### config.mk
export PLATFORM = sky130hd
export DESIGN_NAME = tx_prbs31_generator
export DESIGN_NICKNAME = d
export VERILOG_FILES = /design/src/rtl/tx_prbs31_generator.sv
export SDC_FILE = /design/constraint.sdc
export NUM_CORES = 1
export LEC_CHECK = 0
export CAP_MARGIN = 20
export CORE_AREA = 5 5 148 150
export DETAILED_ROUTE_END_ITERATION = 10
export DIE_AREA = 0 0 153 155
export HOLD_SLACK_MARGIN = 0.08
export MAX_ROUTING_LAYER = met4
export SLEW_MARGIN = 30
export SYNTH_ARGS = -nofsm -noshare
export SYNTH_HDL_FRONTEND = slang
export SYNTH_SLANG_ARGS = --single-unit
### constraint.sdc
create_clock -name clock -period 12.7 [get_ports clock]
set_input_delay 2.54 -clock clock [delete_from_list [all_inputs] [get_ports clock]]
set_output_delay 2.54 -clock clock [all_outputs]
set_load 0.01 [all_outputs]
### src/rtl/tx_prbs31_generator.sv
// PRBS31 transmit word generator, 32 bits per cycle.
// Start/stop/enable control plus single-bit error injection.
module tx_prbs31_generator #(
  parameter logic [30:0] SEED   = 31'h7FFFFFFF,
  parameter int          WCNT_W = 48
) (
  input  logic              clock,
  input  logic              reset,
  input  logic              start,
  input  logic              stop,
  input  logic              enable,
  input  logic              inject,
  input  logic [4:0]        inject_pos,
  output logic [31:0]       DataOut,
  output logic              DataValid,
  output logic [WCNT_W-1:0] Word_Count,
  output logic [15:0]       Inject_Count
);

  typedef enum logic {IDLE, RUN} state_t;

  state_t      state;
  state_t      state_nx;
  logic [30:0] lfsr;
  logic        pend;
  logic [4:0]  pend_pos;
  logic [31:0] word_nx;
  logic [31:0] flip;
  logic        go;

  // e[62] is the oldest state bit; e[31:0] is the next word
  function automatic logic [31:0] prbs_word(input logic [30:0] s);
    logic [62:0] e;
    e = '0;
    e[62:32] = s;
    for (int i = 31; i >= 0; i--)
      e[i] = e[i+31] ^ e[i+28];
    return e[31:0];
  endfunction

  assign word_nx = prbs_word(lfsr);
  assign flip    = pend ? (32'd1 << pend_pos) : 32'd0;
  assign go      = (state == RUN) && !stop && enable;

  always_ff @(posedge clock or posedge reset) begin
    if (reset) state <= IDLE;
    else       state <= state_nx;
  end

  always_comb begin
    state_nx = state;
    unique case (state)
      IDLE:    if (start && !stop) state_nx = RUN;
      RUN:     if (stop) state_nx = IDLE;
      default: state_nx = IDLE;
    endcase
  end

  always_ff @(posedge clock or posedge reset) begin
    if (reset) begin
      lfsr         <= SEED;
      DataOut      <= '0;
      DataValid    <= 1'b0;
      Word_Count   <= '0;
      Inject_Count <= '0;
      pend         <= 1'b0;
      pend_pos     <= '0;
    end else if (state == IDLE) begin
      lfsr      <= SEED;
      DataOut   <= '0;
      DataValid <= 1'b0;
      pend      <= 1'b0;
      if (start && !stop) begin
        Word_Count   <= '0;
        Inject_Count <= '0;
      end
    end else if (stop) begin
      DataOut   <= '0;
      DataValid <= 1'b0;
      pend      <= 1'b0;
    end else begin
      DataValid <= go;
      if (go) begin
        // state advances on the clean word; the flip is output-only
        lfsr       <= word_nx[30:0];
        DataOut    <= word_nx ^ flip;
        Word_Count <= Word_Count + 1'b1;
      end
      if (go && pend) begin
        pend <= 1'b0;
        if (Inject_Count != 16'hFFFF)
          Inject_Count <= Inject_Count + 16'd1;
      end else if (inject && !pend) begin
        pend     <= 1'b1;
        pend_pos <= inject_pos;
      end
    end
  end

endmodule

==> out/summary.log <==
[finish] # nets final 853
[power_and_ir_drop] total power density per cell area 118 nW/um^2
[worst_setup_path] startpoint types input pin
[worst_setup_path] CP max stage cell sky130_fd_sc_hd__nor4_4
[clock_tree] TritonCTS clock tree built
[power_and_ir_drop] switching power summed over all nets 0.283 mW
[global_routing] wire length of the first global-routing pass 30.6 mm
[place] # port buffers 107
[worst_setup_path] arrival time of the worst setup path 5.31 ns
[worst_setup_path] Cell Chain, Critical Path clkdlybuf4s50_1, mux2i_1, nor4_4, nand4_1, or3_1, a21oi_1
[timing] period utilization 39.1%
[finish] final non-filler cell total 1128
[clock_tree] number of clock sinks 135
[drt] uppermost metal layer occupied by signal nets met4
[timing] Worst Clk Skew 0.0123 ns
[place] DP HPWL 12.8 mm
[drt] via count 5764
[logic_synthesis] synthesized area per cell 9.40 um^2
[power_and_ir_drop] Leakage Power 3.53 nW
[finish] number of inserted diodes 0
[worst_setup_path] kind of cell with the highest combined delay on the critical path simple AND/OR/NAND/NOR gates
[drt] total wire length after detailed routing 18.5 mm
[drt] met1 layer wirelength in the final routing 8.84 mm
[global_routing] GRT Residual Overflow 0
[finish] commonest cells after routing, fill and taps aside sky130_fd_sc_hd__clkdlybuf4s50_1 (107), sky130_fd_sc_hd__dfrtp_1 (104), sky130_fd_sc_hd__nand2_1 (76)
[logic_synthesis] number of instances in the synthesized netlist 744
[power_and_ir_drop] Peak VDD IR 0.0981 mV
[finish] footprint of the multi-input gates 3380 um^2
[clock_tree] clock transition at the registers of the reported paths 0.07 ns
[floorplanning] Starting Density 34.0%
[power_and_ir_drop] portion of total power attributed to sequential cells 44.8%
[drt] DR iter-0 viols 411
[timing] Slew Limit Headroom 38.1%
[drt] routed len/inst 16.4 um
[logic_synthesis] ys flop type sky130_fd_sc_hd__dfrtp_1
[floorplanning] io pins 108
[floorplanning] die footprint 23700 um^2
[drt] number of detailed-routing iterations run before antenna repair 5
[finish] Area growth, synth to finish 27.6%
[timing] final setup fails 0
[worst_setup_path] startpoint of the worst-slack reg-to-reg timing path state
[worst_setup_path] delay of the slowest cell on the worst path 0.89 ns
[logic_synthesis] Synth warnings 0
[worst_setup_path] endpoint class of the critical path flop
[clock_tree] cts hold-fix bufs 0
[clock_tree] quantity of gates resized following cts 0
[clock_tree] Post-CTS Setup Repair Bufs 0
[drt] remaining design rule violation count 0
[hold_path] Min-Delay Path Class reg -> reg
[power_and_ir_drop] Internal Pwr Total 0.765 mW
[finish] most common library cell in the layout ignoring fill and taps sky130_fd_sc_hd__clkdlybuf4s50_1
[clock_tree] number of buffers created by CTS 17
[power_and_ir_drop] net switching share of the total power 27.0%
[logic_synthesis] count of flip-flops with a built-in enable after synthesis 0
[logic_synthesis] number of unique standard cell types used by synthesis 47
[power_and_ir_drop] portion of total power attributed to the clock network 46.2%
[place] total instance count after detailed placement 1096
[place] routability cong. 0.886
[worst_setup_path] path type of the worst setup path in -> reg
[logic_synthesis] synthesized netlist net count 757
[timing] final worst path period need 4.96 ns
[status] result of the run finished, final reports clean
[timing] count of endpoints failing hold in the final timing report 0
[timing] Highest Clock Rate 201 MHz
[timing] setup repair after global routing missed its margin false
[global_routing] initial antenna violation count 0
[floorplanning] floorplan row count 53
[drt] routed wire length on met3 817 um
[finish] Filler cells 2035
[floorplanning] DIE HEIGHT 155 um
[power_and_ir_drop] portion of total power attributed to combinational logic 9.0%
[floorplanning] chip width 153 um
[clock_tree] H-tree levels 4
[timing] total count of max-transition violations in the final report 0
[drt] met2 routed wirelength 8.58 mm
[floorplanning] Core Region 20600 um^2
[global_routing] pin count of the biggest net entering global routing 71
[clock_tree] Clock Root Buffer sky130_fd_sc_hd__clkbuf_16
[finish] Seq. cell area 3420 um^2
[logic_synthesis] FF+latch count, synth 135
[global_routing] vias in the first global route 5639
[clock_tree] number of buffers on the longest clock path 2
[logic_synthesis] async set or reset register ratio after synthesis 100%
[finish] fraction of final layout cells with drive strength greater than 1 10.1%
[timing] Least-Margin Pin Slew 0.922 ns
[logic_synthesis] Synth Cell Area 6990 um^2
[worst_setup_path] Crit path buffers/inverters 1
[timing] Sum Neg Setup Slack 0 ns
[logic_synthesis] proportion of synthesized chip area in sequential cells 48.9%
[clock_tree] insertion delay of the later-clocked pin in the worst-skew pair 0.42 ns
[drt] number of antenna-violating nets in the routed design 0
[worst_setup_path] source of the critical timing path enable
[worst_setup_path] Max FO, Critical Path 17
[global_routing] total routing resource utilization after global routing 16.3%
[worst_setup_path] required time at the endpoint of the critical path 13.05 ns
[drt] post-DR vias/cell 5.11
[hold_path] hold path startpoint lfsr[28]
[flow_run] Maximum Capacitance Violations 0
## routing by layer
layer / vias to the layer above / track usage (%)
met4: 0 / 4.33
met2: 138 / 24.9
met5: - / -
met3: 18 / 3.50
li1: 2811 / -
met1: 2797 / 22.1
## Yosys cell counts (2+ instances only)
cell type                  instances  area share, %
sky130_fd_sc_hd__inv_1            19            1.0
sky130_fd_sc_hd__mux2_2            5           0.80
sky130_fd_sc_hd__nand3_1          37            2.6
sky130_fd_sc_hd__o31a_1            2           0.25
sky130_fd_sc_hd__nand4_1          34            3.0
sky130_fd_sc_hd__a22o_1            8            1.0
sky130_fd_sc_hd__dfstp_2          31             12
sky130_fd_sc_hd__o21a_1            5           0.54
sky130_fd_sc_hd__and2_1            8           0.72
sky130_fd_sc_hd__nand3b_1          4           0.43
sky130_fd_sc_hd__nor3b_1          20            2.1
sky130_fd_sc_hd__xnor2_1          46            5.8
sky130_fd_sc_hd__a21o_1            2           0.21
sky130_fd_sc_hd__xor2_1           50            6.3
sky130_fd_sc_hd__o21ai_0          51            3.6
sky130_fd_sc_hd__dfrtp_1         104             37
sky130_fd_sc_hd__a31oi_1          17            1.5
sky130_fd_sc_hd__buf_1             5           0.27
sky130_fd_sc_hd__o31ai_1           4           0.43
sky130_fd_sc_hd__mux2i_1           2           0.29
sky130_fd_sc_hd__and4_1            5           0.63
sky130_fd_sc_hd__a32o_1            2           0.29
sky130_fd_sc_hd__nor2_1           74            4.0
sky130_fd_sc_hd__clkbuf_1         30            1.6
sky130_fd_sc_hd__nor3_1            9           0.64
sky130_fd_sc_hd__and3_1           12            1.1
sky130_fd_sc_hd__nor4_4            2           0.61
sky130_fd_sc_hd__a211o_1           2           0.25
sky130_fd_sc_hd__nor4_1           11           0.98
sky130_fd_sc_hd__or3_1            13            1.2
sky130_fd_sc_hd__or4_1             2           0.21
sky130_fd_sc_hd__nand2_1          76            4.1
sky130_fd_sc_hd__ha_1              2           0.36
sky130_fd_sc_hd__a21oi_1          34            2.4
sky130_fd_sc_hd__buf_2             2           0.14
sky130_fd_sc_hd__nor2b_1           3           0.27
## flip-flops by register name (all words and copies together), names as in the netlist
signal	count
Word_Count	48
Inject_Count	16
pend	1
lfsr	31
DataOut	32
state	1
pend_pos	5
DataValid	1
## worst reg2reg max path: stages (launching register included)
cell                      delay (ns)
sky130_fd_sc_hd__dfrtp_1        0.32
sky130_fd_sc_hd__buf_4          0.47
sky130_fd_sc_hd__mux2i_1        0.38
sky130_fd_sc_hd__nor4_4         0.89
sky130_fd_sc_hd__nand4_1        0.47
sky130_fd_sc_hd__or3_1          0.46
sky130_fd_sc_hd__a21oi_1        0.14
## final cells by class
cell class / count / area share (%)
Clock inverter: 14 / 1.58
Clock buffer: 18 / 4.92
Timing Repair Buffer: 114 / 12.6
Sequential cell: 135 / 38.3
Inverter: 19 / 0.855
Multi-Input combinational cell: 553 / 37.9
Tap cell: 275 / 3.86
## cells by family after synthesis
logic type,share of synthesized area [%]
adders and majority gates,0.358
AOI/OAI and AO/OA,10.9
and+or+nand+nor,23.7
buffers and inverters,3.04
xor gates and xnor gates,12.0
muxes,1.09
DFF,48.9
## power groups by stage
stage / clock (mW) / combinational [mW] / sequential [mW]
after CTS: 0.497 / 0.0964 / 0.469
after global placement: 0 / 0.0946 / 0.477
after detailed placement: 0 / 0.0958 / 0.477
final: 0.484 / 0.0947 / 0.470
after global routing: 0.517 / 0.105 / 0.472
after floorplan: 0 / 0.0667 / 0.468
## stage by stage
stage	power (mW)	utilization, %	cell area (um^2)	hold WS, ns	setup slack, ns
2_1_floorplan	0.535	-	6990	0.456	6.60
3_3_place_gp	0.571	40.5	8330	0.467	7.38
3_5_place_dp	0.573	40.6	8340	0.471	7.34
4_1_cts	1.06	43.4	8920	0.481	7.79
5_1_grt	1.09	43.4	8920	0.503	7.53
6_report	1.05	43.4	8920	0.479	7.74
## final timing paths
path / to / slack (ns) / depth (start not counted)
min in group asynchronous: Word_Count[36] / 2.60 / 2
worst min register to register: lfsr[28] / 0.48 / 2
worst min-delay path: lfsr[28] / 0.48 / 2
worst max register to register: Word_Count[46] / 9.51 / 6
max in group asynchronous: DataOut[0] / 9.07 / 3
worst max-delay path: Word_Count[46] / 7.74 / 6
Power figures use the tool's default switching activity.
